[src/rtl/eep_i2c_target.sv]
// eep_i2c_target: I2C target emulating a small EEPROM-style register file.
// Answers DEV_ADDR and supports byte writes with an auto-incrementing pointer,
// random reads and current-address reads. The pointer wraps modulo 2**MEM_AW.
// Optional build macro I2C_TGT_GLITCH_FILTER_EN adds a 3-sample majority filter
// on the synchronized SCL/SDA, which rejects single-clk glitches.
module eep_i2c_target #(
  parameter logic [6:0]  DEV_ADDR = 7'h50,
  parameter int unsigned MEM_AW   = 4
) (
  input  logic              clk,
  input  logic              reset,
  input  logic              scl_in,
  input  logic              sda_in,
  output logic              sda_oe,
  output logic              busy,
  output logic              wr_strobe,
  output logic [MEM_AW-1:0] wr_addr,
  output logic [7:0]        wr_data
);

  localparam int unsigned MEM_DEPTH = 1 << MEM_AW;
  localparam int unsigned CNT_W     = 4;

  typedef enum logic [3:0] {
    IDLE,
    DEV_ADDR_S,
    DEV_ACK,
    WORD_ADDR,
    WA_ACK,
    WR_DATA,
    WR_ACK,
    RD_DATA,
    RD_ACK,
    WAIT_STOP
  } state_t;

  state_t            state_q, state_d;
  logic [CNT_W-1:0]  bit_cnt_q, bit_cnt_d;
  logic [6:0]        shift_q, shift_d;
  logic [MEM_AW-1:0] ptr_q, ptr_d;
  logic              rw_q, rw_d;
  logic              sda_oe_d, busy_d, wr_strobe_d;
  logic [MEM_AW-1:0] wr_addr_d;
  logic [7:0]        wr_data_d;
  logic              mem_we;
  logic [7:0]        mem [MEM_DEPTH];

  logic [1:0] scl_sync, sda_sync;
  logic       scl_f, sda_f;
  logic       scl_q, sda_q;
  logic       scl_rise, scl_fall, start_det, stop_det;
  logic [7:0] byte_c;
  logic [7:0] rd_byte;
  logic       last_bit;

  // Two-flop synchronizers for the asynchronous pad inputs
  always_ff @(posedge clk) begin
    if (reset) begin
      scl_sync <= 2'b11;
      sda_sync <= 2'b11;
    end else begin
      scl_sync <= {scl_sync[0], scl_in};
      sda_sync <= {sda_sync[0], sda_in};
    end
  end

`ifdef I2C_TGT_GLITCH_FILTER_EN
  logic [2:0] scl_hist, sda_hist;

  // Three-sample history feeding the majority vote
  always_ff @(posedge clk) begin
    if (reset) begin
      scl_hist <= 3'b111;
      sda_hist <= 3'b111;
    end else begin
      scl_hist <= {scl_hist[1:0], scl_sync[1]};
      sda_hist <= {sda_hist[1:0], sda_sync[1]};
    end
  end

  // Majority of three: a one-clk pulse never wins the vote
  always_comb begin
    scl_f = (scl_hist[0] & scl_hist[1]) | (scl_hist[0] & scl_hist[2]) |
            (scl_hist[1] & scl_hist[2]);
    sda_f = (sda_hist[0] & sda_hist[1]) | (sda_hist[0] & sda_hist[2]) |
            (sda_hist[1] & sda_hist[2]);
  end
`else
  // Unfiltered: synchronized values go straight to edge detection
  always_comb begin
    scl_f = scl_sync[1];
    sda_f = sda_sync[1];
  end
`endif

  // Previous filtered values for edge detection
  always_ff @(posedge clk) begin
    if (reset) begin
      scl_q <= 1'b1;
      sda_q <= 1'b1;
    end else begin
      scl_q <= scl_f;
      sda_q <= sda_f;
    end
  end

  // Bus events; START/STOP are SDA edges while SCL stays high
  always_comb begin
    scl_rise  = scl_f & ~scl_q;
    scl_fall  = ~scl_f & scl_q;
    start_det = scl_f & scl_q & sda_q & ~sda_f;
    stop_det  = scl_f & scl_q & ~sda_q & sda_f;
    byte_c    = {shift_q, sda_f};
    last_bit  = (bit_cnt_q == CNT_W'(7));
    rd_byte   = mem[ptr_q];
  end

  // State and registered outputs
  always_ff @(posedge clk) begin
    if (reset) begin
      state_q   <= IDLE;
      bit_cnt_q <= '0;
      shift_q   <= '0;
      ptr_q     <= '0;
      rw_q      <= 1'b0;
      sda_oe    <= 1'b0;
      busy      <= 1'b0;
      wr_strobe <= 1'b0;
      wr_addr   <= '0;
      wr_data   <= '0;
    end else begin
      state_q   <= state_d;
      bit_cnt_q <= bit_cnt_d;
      shift_q   <= shift_d;
      ptr_q     <= ptr_d;
      rw_q      <= rw_d;
      sda_oe    <= sda_oe_d;
      busy      <= busy_d;
      wr_strobe <= wr_strobe_d;
      wr_addr   <= wr_addr_d;
      wr_data   <= wr_data_d;
    end
  end

  // Register file; written in the same cycle the host strobe is raised
  always_ff @(posedge clk) begin
    if (reset) begin
      for (int unsigned i = 0; i < MEM_DEPTH; i++) begin
        mem[i] <= '0;
      end
    end else if (mem_we) begin
      mem[ptr_q] <= byte_c;
    end
  end

  // Next-state and output logic; START/STOP override bit handling
  always_comb begin
    state_d     = state_q;
    bit_cnt_d   = bit_cnt_q;
    shift_d     = shift_q;
    ptr_d       = ptr_q;
    rw_d        = rw_q;
    sda_oe_d    = sda_oe;
    busy_d      = busy;
    wr_strobe_d = 1'b0;
    wr_addr_d   = wr_addr;
    wr_data_d   = wr_data;
    mem_we      = 1'b0;

    if (start_det) begin
      state_d   = DEV_ADDR_S;
      bit_cnt_d = '0;
      sda_oe_d  = 1'b0;
    end else if (stop_det) begin
      state_d   = IDLE;
      bit_cnt_d = '0;
      sda_oe_d  = 1'b0;
      busy_d    = 1'b0;
    end else begin
      case (state_q)
        IDLE: begin
        end

        DEV_ADDR_S: begin
          if (scl_rise) begin
            shift_d   = byte_c[6:0];
            bit_cnt_d = bit_cnt_q + CNT_W'(1);
            if (last_bit) begin
              bit_cnt_d = '0;
              if (byte_c[7:1] == DEV_ADDR) begin
                state_d = DEV_ACK;
                busy_d  = 1'b1;
                rw_d    = byte_c[0];
              end else begin
                state_d = WAIT_STOP;
                busy_d  = 1'b0;
              end
            end
          end
        end

        // First fall after bit 8 pulls SDA; the fall after bit 9 releases it
        DEV_ACK: begin
          if (scl_fall) begin
            if (!sda_oe) begin
              sda_oe_d = 1'b1;
            end else if (rw_q) begin
              sda_oe_d  = ~rd_byte[7];
              state_d   = RD_DATA;
              bit_cnt_d = '0;
            end else begin
              sda_oe_d  = 1'b0;
              state_d   = WORD_ADDR;
              bit_cnt_d = '0;
            end
          end
        end

        WORD_ADDR: begin
          if (scl_rise) begin
            shift_d   = byte_c[6:0];
            bit_cnt_d = bit_cnt_q + CNT_W'(1);
            if (last_bit) begin
              ptr_d     = byte_c[MEM_AW-1:0];
              bit_cnt_d = '0;
              state_d   = WA_ACK;
            end
          end
        end

        WA_ACK, WR_ACK: begin
          if (scl_fall) begin
            if (!sda_oe) begin
              sda_oe_d = 1'b1;
            end else begin
              sda_oe_d  = 1'b0;
              state_d   = WR_DATA;
              bit_cnt_d = '0;
            end
          end
        end

        WR_DATA: begin
          if (scl_rise) begin
            shift_d   = byte_c[6:0];
            bit_cnt_d = bit_cnt_q + CNT_W'(1);
            if (last_bit) begin
              mem_we      = 1'b1;
              wr_strobe_d = 1'b1;
              wr_addr_d   = ptr_q;
              wr_data_d   = byte_c;
              ptr_d       = ptr_q + MEM_AW'(1);
              bit_cnt_d   = '0;
              state_d     = WR_ACK;
            end
          end
        end

        // Drive each bit after the SCL fall; release after the eighth bit
        RD_DATA: begin
          if (scl_rise) begin
            if (bit_cnt_q != CNT_W'(8)) begin
              bit_cnt_d = bit_cnt_q + CNT_W'(1);
            end
          end else if (scl_fall) begin
            if (bit_cnt_q == CNT_W'(8)) begin
              sda_oe_d = 1'b0;
              state_d  = RD_ACK;
            end else begin
              sda_oe_d = ~rd_byte[3'(3'd7 - bit_cnt_q[2:0])];
            end
          end
        end

        RD_ACK: begin
          if (scl_rise) begin
            if (!sda_f) begin
              ptr_d     = ptr_q + MEM_AW'(1);
              bit_cnt_d = '0;
              state_d   = RD_DATA;
            end else begin
              sda_oe_d = 1'b0;
              busy_d   = 1'b0;
              state_d  = WAIT_STOP;
            end
          end
        end

        WAIT_STOP: begin
        end

        default: begin
          state_d  = IDLE;
          sda_oe_d = 1'b0;
          busy_d   = 1'b0;
        end
      endcase
    end
  end

endmodule
[config.mk]
export PLATFORM = sky130hd
export DESIGN_NAME = eep_i2c_target
export DESIGN_NICKNAME = d
export VERILOG_FILES = /design/src/rtl/eep_i2c_target.sv
export SDC_FILE = /design/constraint.sdc
export NUM_CORES = 1
export LEC_CHECK = 0
export ABC_CLOCK_PERIOD_IN_PS = 5680
export CAP_MARGIN = 20
export CORE_ASPECT_RATIO = 0.6
export CORE_MARGIN = 3
export CORE_UTILIZATION = 43
export DETAILED_ROUTE_END_ITERATION = 10
export HOLD_SLACK_MARGIN = 0.15
export PLACE_DENSITY = 0.66
export SYNTH_ARGS = -nofsm -noshare
export SYNTH_HDL_FRONTEND = slang
export SYNTH_SLANG_ARGS = --single-unit
[constraint.sdc]
create_clock -name clk -period 5.68 [get_ports clk]
set_input_delay 1.704 -clock clk [delete_from_list [all_inputs] [get_ports clk]]
set_output_delay 1.704 -clock clk [all_outputs]
set_load 0.05 [all_outputs]
==> implementation parameters, run 1 <==
Parameter                              Value

Logic synthesis
  Leading post-synthesis cells by cell area    sky130_fd_sc_hd__edfxtp_1 47%, sky130_fd_sc_hd__dfxtp_1 11%, sky130_fd_sc_hd__and2_1 9.8%
  Post-synth design cell area    8270 um2
  Leading register cell type out of synthesis    sky130_fd_sc_hd__edfxtp_1
  Area share of the leading cell type in the synthesized netlist    0.465
  Avg Synthesized Cell Area    11.9 um2
  Gate count after technology mapping    697
  Portion of the post-synthesis area used by sequential elements    0.574
  Number of enable flip-flop cells after synthesis    128
  Post-synth ARST share    0
  Warnings, synthesis    0
  Seq cells post-synth    173
  Count of distinct cell types in the synthesized netlist    53
  Most area-hungry cell type in the Yosys netlist    sky130_fd_sc_hd__edfxtp_1
  Synthesized Nets    707

Clock tree
  Clock Tree Buf Depth    2
  TritonCTS Buffers    17
  Clock tree from TritonCTS    done
  Post-CTS setup buffer count    0
  Resize count post-CTS    0
  Sink Count    173
  Hold buffer count at CTS    0
  H-tree Lvls    4
  Clock-pin transition on the worst setup and hold timing paths    0.08 ns
  Master cell of the clock root buffer    sky130_fd_sc_hd__clkbuf_16
  Clock latency reported for the late side of the worst-skew pair    0.43 ns

Detailed routing
  First-iteration detailed-routing DRC count    567
  Post-Route WL    21.8 mm
  DRC    0
  Count of nets left with antenna violations after detail routing    0
  Pre-antenna DRT Iters    5
  Routed length per instance    22.9 um
  Average via count per standard cell    5.83
  Via count    5540

Setup path
  Worst flop-to-flop path endpoint    mem[5][2]$_SDFFCE_PN0P_
  Classification of the worst setup path    reg2reg
  Setup slack of the most critical reg-to-reg path    2.20 ns
  Worst endpoint required time    5.80 ns
  WP data arrival    3.60 ns
  Number of buffer and inverter stages on the critical path    0
  Worst-path maximum fanout    15
  Startpoint types    flip-flop
  Kind of cell adding the most delay to the critical path    simple AND/OR/NAND/NOR gates
  Stages on the worst setup path    6
  Slowest cell on the critical path    sky130_fd_sc_hd__dfxtp_1
  Reg2Reg Depth    6
  Worst path max stage delay    0.59 ns
  Reg2Reg Launch Point    state_q[0]$_SDFFE_PP0P_
  Critical-path cell list    nor2b_1, and3_1, and2_1, nand3b_1, nor2_1, or2_2
  Sort of element at the end of the critical path    flip-flop

Timing
  FMAX    288 MHz
  Final worst setup slack    2.20 ns
  Worst rel slew slack    0.241
  Period utilization    0.612
  Tmin final    3.48 ns
  RSZ-0062 raised after global routing    false
  Transition time at the pin with the least slew margin    1.12 ns
  Count of endpoints failing setup in the final report    0
  Setup TNS    0 ns
  Post-route clock skew    0.0151 ns
  Number of hold violations in the final report    0
  Worst hold slack across all endpoints    0.414 ns
  Fin. max-slew vios    0

Worst hold path
  Kind of path behind the tightest hold check    reg2reg
  Beginning of the worst hold path    sda_sync[0]$_SDFF_PP1_
  Min-Delay Endpoint    sda_sync[1]$_SDFF_PP1_
  Hold Crit Depth    1

Pwr
  Combinational Power Share    0.027
  Sequential Power Share    0.528
  Areal power density over the cells    287 nW/um2
  Internal power contribution    0.00201 W
  Static Leak    3.26 nW
  Sw Ratio    0.244
  Worst vdd rail ir drop    0.000238 V
  Share of total power in the clock network    0.445
  P_sw    0.000648 W

Cells and area
  Post-layout net count    708
  Layout overhead on the synthesized area    11.8%
  Number of inserted diodes    0
  Fraction of final layout cells sized beyond drive strength 1    0.136
  Design area    9240 um2
  FILL cells    1576

Die
  Initial cell density of the core    0.448
  Width of the die    185 um
  Number of top-level design ports    19
  Vert. Die Dim    113 um
  Area of the core    18400 um2
  Number of core rows    38
  Die Footprint    21000 um2

Job
  Max-capacitance violation count    0

Placement
  Post-DP Area    8630 um2
  Half-perimeter wire length after placement    15.2 mm
  Worst-case setup slack after placement    2.25 ns
  Routability congestion estimate    0.911
  Number of port buffers    18

Global route
  Overall overflow remaining after global route    0
  Largest net degree at the start of global routing    38
  Total global-route track usage    0.215
  Number of antenna violations at the first check in global routing    0
  Via count of the first global-routing pass    5350
  Wire length of the first global-routing pass    33.1 mm

Outcome
  Run status    complete, no violations
[worst max-delay path by stage]
stage,endpoint,start,slack [ns]
4_1_cts,mem[7][6]$_SDFFCE_PN0P_,state_q[0]$_SDFFE_PP0P_,2.26
2_1_floorplan,mem[11][0]$_SDFFCE_PN0P_,reset,2.84
3_3_place_gp,mem[5][1]$_SDFFCE_PN0P_,reset,2.29
3_5_place_dp,mem[5][7]$_SDFFCE_PN0P_,reset,2.25
6_report,mem[5][2]$_SDFFCE_PN0P_,state_q[0]$_SDFFE_PP0P_,2.20
5_1_grt,mem[6][5]$_SDFFCE_PN0P_,state_q[0]$_SDFFE_PP0P_,1.93
[power groups by stage]
stage,logic (W),registers [W],clock network (W)
CTS,0.0000700,0.00140,0.00119
floorplan,0.0000499,0.00142,0
global route,0.0000770,0.00141,0.00124
global placement,0.0000674,0.00143,0
finish,0.0000714,0.00140,0.00118
detailed placement,0.0000697,0.00143,0
[cell type report]
class,count,area [um2],share of cell area
inverter,13,48.8,0.00528
timing repair buffer,30,265,0.0287
multi-input combinational,463,3270,0.354
clock buffer,17,425,0.0460
sequential,173,4750,0.513
tap,240,300,0.0325
clock inverter,15,186,0.0202
[sequential cells by signal, indices dropped and copies added (netlist names), named ones only]
| signal | cells |
|---|---|
| mem | 128 |
| scl_q | 1 |
| sda_sync | 2 |
| shift_q | 7 |
| sda_q | 1 |
| ptr_q | 4 |
| rw_q | 1 |
| scl_sync | 2 |
| state_q | 4 |
| wr_data | 8 |
| wr_strobe | 1 |
| busy | 1 |
| bit_cnt_q | 4 |
| sda_oe | 1 |
| wr_addr | 4 |
[routing by layer]
metal | routed length [um] | global-route usage | share of wire
met1 | 9940 | 0.330 | 0.46
met2 | 8720 | 0.289 | 0.40
met3 | 2990 | 0.0924 | 0.14
met4 | 148 | 0.0305 | 0.0068
met5 | 0 | 0 | 0
[cell usage in the layout (no fill, tap or decap), types with 19 or more instances in the layout]
cell                       Yosys  layout
sky130_fd_sc_hd__a21oi_1      23      23
sky130_fd_sc_hd__and2_1      129     129
sky130_fd_sc_hd__dfxtp_1      45      44
sky130_fd_sc_hd__edfxtp_1    128     128
sky130_fd_sc_hd__mux2i_1      24      24
sky130_fd_sc_hd__mux4_2       21      21
sky130_fd_sc_hd__nand2_1      42      42
sky130_fd_sc_hd__nand3_1      19      19
sky130_fd_sc_hd__nor2_1       51      51
sky130_fd_sc_hd__or2_2        24      24
[worst reg2reg max path: stages (launching register included)]
cell	delay [ns]
sky130_fd_sc_hd__dfxtp_1	0.59
sky130_fd_sc_hd__nor2b_1	0.57
sky130_fd_sc_hd__and3_1	0.33
sky130_fd_sc_hd__and2_1	0.55
sky130_fd_sc_hd__nand3b_1	0.37
sky130_fd_sc_hd__nor2_1	0.45
sky130_fd_sc_hd__or2_2	0.32
[synthesized netlist by cell type, drive strengths merged (4+ instances only)]
| master | number |
|---|---|
| a211oi | 6 |
| inv | 13 |
| nor3b | 5 |
| or2 | 24 |
| mux4 | 25 |
| nand3 | 19 |
| a22oi | 6 |
| buf | 10 |
| a311oi | 4 |
| a31oi | 5 |
| o211ai | 5 |
| nor2 | 51 |
| or3 | 4 |
| dfxtp | 45 |
| mux2i | 24 |
| o21ai | 14 |
| nand2b | 10 |
| nor2b | 10 |
| nor3 | 7 |
| clkbuf | 38 |
| edfxtp | 128 |
| a21oi | 23 |
| mux2 | 4 |
| ha | 6 |
| nand2 | 42 |
| and2 | 129 |
| nand4 | 5 |
[per-stage QoR]
stage | std cells | power (W) | util
3_5_place_dp | 919 | 0.00150 | 0.468
2_1_floorplan | 697 | 0.00147 | -
6_report | 951 | 0.00266 | 0.501
5_1_grt | 951 | 0.00273 | 0.501
3_3_place_gp | 919 | 0.00150 | 0.468
4_1_cts | 951 | 0.00266 | 0.501
[kinds of logic (layout without fill, tap and decap cells)]
family / Yosys count / after routing / share of synthesized area
and+or+nand+nor: 320 / 320 / 0.215
xor gates and xnor gates: 1 / 1 / 0.00106
AOI/OAI and AO/OA: 83 / 83 / 0.0666
buffers and inverters: 61 / 75 / 0.0303
adders and majority gates: 6 / 6 / 0.00908
muxes: 53 / 53 / 0.104
DFF: 173 / 173 / 0.574
Power figures use the tool's default switching activity.
==> inputs of run 2 (changes only) <==
--- a/config.mk
+++ b/config.mk
@@ -5,7 +5,7 @@
 export SDC_FILE = /design/constraint.sdc
 export NUM_CORES = 1
 export LEC_CHECK = 0
-export ABC_CLOCK_PERIOD_IN_PS = 5680
+export ABC_CLOCK_PERIOD_IN_PS = 3540
 export CAP_MARGIN = 20
 export CORE_ASPECT_RATIO = 0.6
 export CORE_MARGIN = 3
==> constraint.sdc (replaced) <==
create_clock -name clk -period 3.54 [get_ports clk]
set_input_delay 1.062 -clock clk [delete_from_list [all_inputs] [get_ports clk]]
set_output_delay 1.062 -clock clk [all_outputs]
set_load 0.05 [all_outputs]
==> implementation parameters, run 2 (synthesis results as in run 1) <==
Parameter                              Value

Global route
  Largest net degree at the start of global routing    49 (+29%)
  Wire length of the first global-routing pass    32.6 mm (-1.4%)
  Number of antenna violations at the first check in global routing    2 (+2)
  Via count of the first global-routing pass    5310 (-0.75%)
  Overall overflow remaining after global route    0 (unchanged)
  Total global-route track usage    0.213 (-0.00228)

Timing
  Number of hold violations in the final report    0 (unchanged)
  FMAX    333 MHz (+16%)
  Worst rel slew slack    0.328 (+0.0871)
  Transition time at the pin with the least slew margin    1.00 ns (-0.122 ns)
  Fin. max-slew vios    0 (unchanged)
  Period utilization    0.849 (+0.237)
  Post-route clock skew    0.0113 ns (-0.00381 ns)
  Count of endpoints failing setup in the final report    0 (unchanged)
  Setup TNS    0 ns (unchanged)
  Tmin final    3.00 ns (-0.472 ns)
  RSZ-0062 raised after global routing    false

Cells and area
  Highest-count cells in the layout ignoring fill and taps    129 x sky130_fd_sc_hd__and2_1, 128 x sky130_fd_sc_hd__edfxtp_1, 51 x sky130_fd_sc_hd__nor2_1
  Layout overhead on the synthesized area    12.5%
  Number of inserted diodes    0 (unchanged)
  Core occupancy in the finished layout    0.504 (+0.00292)
  Largest register by flop count    mem
  Commonest non-fill, non-tap cell in the layout    sky130_fd_sc_hd__and2_1
  Registers with the most flip-flops    mem x128, wr_data x8, shift_q x7
  Design area    9300 um2 (+0.58%)
  Post-layout net count    719 (+1.6%)
  Fraction of final layout cells sized beyond drive strength 1    0.150 (+0.0132)
  Largest register FFs    128 (unchanged)

Detailed routing
  Average via count per standard cell    5.81 (-0.23%)
  Pre-antenna DRT Iters    5 (unchanged)
  Routed length per instance    22.3 um (-2.6%)
  Met2 wire len    8.51 mm (-2.5%)
  Highest metal used    met5
  Metal3 WL    2.08 mm (-31%)
  First-iteration detailed-routing DRC count    837 (+48%)
  Count of nets left with antenna violations after detail routing    0 (unchanged)
  DRC    0 (unchanged)
  Post-Route WL    21.5 mm (-1.5%)
  Met1 WL    10.5 mm (+6.1%)
  Via count    5591 (+0.92%)

Setup path
  Kind of cell adding the most delay to the critical path    simple AND/OR/NAND/NOR gates
  WP data arrival    3.13 ns (-0.47 ns)
  Startpoint types    flip-flop
  Reg2Reg Launch Point    bit_cnt_q[1]$_SDFFE_PP0P_
  Classification of the worst setup path    reg2reg
  Worst path max stage delay    0.53 ns (-0.06 ns)
  Sort of element at the end of the critical path    flip-flop
  Setup slack of the most critical reg-to-reg path    0.54 ns (-1.67 ns)
  Reg2Reg Depth    8 (+2)
  Worst flop-to-flop path endpoint    mem[3][3]$_SDFFCE_PN0P_
  Critical-path cell list    ha_1, and3b_1, and3_1, nand2_1, buf_4, or3_1, nor2_1, or2_2
  Worst-path maximum fanout    14 (-1)
  Slowest cell on the critical path    sky130_fd_sc_hd__dfxtp_1
  Number of buffer and inverter stages on the critical path    1 (+1)
  Worst endpoint required time    3.66 ns (-2.14 ns)

Outcome
  Run status    complete, no violations

Placement
  Post-DP Area    8720 um2 (+1.0%)
  Routability congestion estimate    0.956 (+4.9%)
  Number of port buffers    18 (unchanged)
  Half-perimeter wire length after placement    15.2 mm (+0.44%)

Worst hold path
  Beginning of the worst hold path    sda_sync[0]$_SDFF_PP1_
  Kind of path behind the tightest hold check    reg2reg
  Hold Crit Depth    1 (unchanged)
  Min-Delay Endpoint    sda_sync[1]$_SDFF_PP1_

Die
  Die Footprint    21000 um2 (unchanged)
  Initial cell density of the core    0.448 (unchanged)
  Number of top-level design ports    19 (unchanged)
  Vert. Die Dim    113 um (unchanged)
  Number of core rows    38 (unchanged)
  Width of the die    185 um (unchanged)
  Area of the core    18400 um2 (unchanged)

Clock tree
  Clock Tree Buf Depth    2 (unchanged)
  Clock latency reported for the late side of the worst-skew pair    0.44 ns (about the same)
  Clock-pin transition on the worst setup and hold timing paths    0.07 ns (about the same)
  Post-CTS setup buffer count    0 (unchanged)
  Sink Count    173 (unchanged)
  TritonCTS Buffers    17 (unchanged)
  H-tree Lvls    4 (unchanged)
  Resize count post-CTS    0 (unchanged)
  Master cell of the clock root buffer    sky130_fd_sc_hd__clkbuf_16
  Hold buffer count at CTS    0 (unchanged)
  Clock tree from TritonCTS    done

Pwr
  Total power    0.00418 W (+57%)
  Static Leak    3.30 nW (+1.1%)
  Worst vdd rail ir drop    0.000343 V (+44%)
  Areal power density over the cells    449 nW/um2 (+56%)

Job
  Max-capacitance violation count    0 (unchanged)
[run 2: worst max-delay path by stage]
stage / depth (start not counted) / from / endpoint
2_1_floorplan: 6 / flip-flop / sda_oe$_SDFFE_PP0P_
3_3_place_gp: 8 / bit_cnt_q[1]$_SDFFE_PP0P_ / mem[3][7]$_SDFFCE_PN0P_
3_5_place_dp: 8 / bit_cnt_q[1]$_SDFFE_PP0P_ / mem[1][3]$_SDFFCE_PN0P_
4_1_cts: 8 / bit_cnt_q[1]$_SDFFE_PP0P_ / mem[1][4]$_SDFFCE_PN0P_
5_1_grt: 8 / bit_cnt_q[1]$_SDFFE_PP0P_ / mem[1][3]$_SDFFCE_PN0P_
6_report: 8 / bit_cnt_q[1]$_SDFFE_PP0P_ / mem[3][3]$_SDFFCE_PN0P_
[run 2: report_power, final]
part           internal (W)  switching [W]  leakage, nW
combinational     0.0000385      0.0000702         1.34
sequential          0.00222      0.0000326         1.69
clock              0.000934       0.000882        0.275
total               0.00319       0.000985         3.30
[run 2: stage by stage]
stage | hold WS, ns | instances | setup slack (ns)
6_report | 0.416 | 962 | 0.536
5_1_grt | 0.430 | 962 | 0.341
4_1_cts | 0.413 | 962 | 0.586
3_5_place_dp | 0.405 | 930 | 0.637
3_3_place_gp | 0.393 | 930 | 0.733
2_1_floorplan | 0.389 | 697 | 1.27
[run 2: cell type report]
class                      count  area (um2)
multi-input combinational    463        3280
inverter                      13        48.8
clock inverter                15         151
tap                          240         300
fill                        1589        9150
timing repair buffer          41         348
sequential                   173        4750
clock buffer                  17         425
[run 2: layer usage]
metal | track usage | up-vias
li1 | - | 2545
met1 | 0.346 | 2745
met2 | 0.277 | 263
met3 | 0.0590 | 34
met4 | 0.0534 | 4
met5 | 0 | -
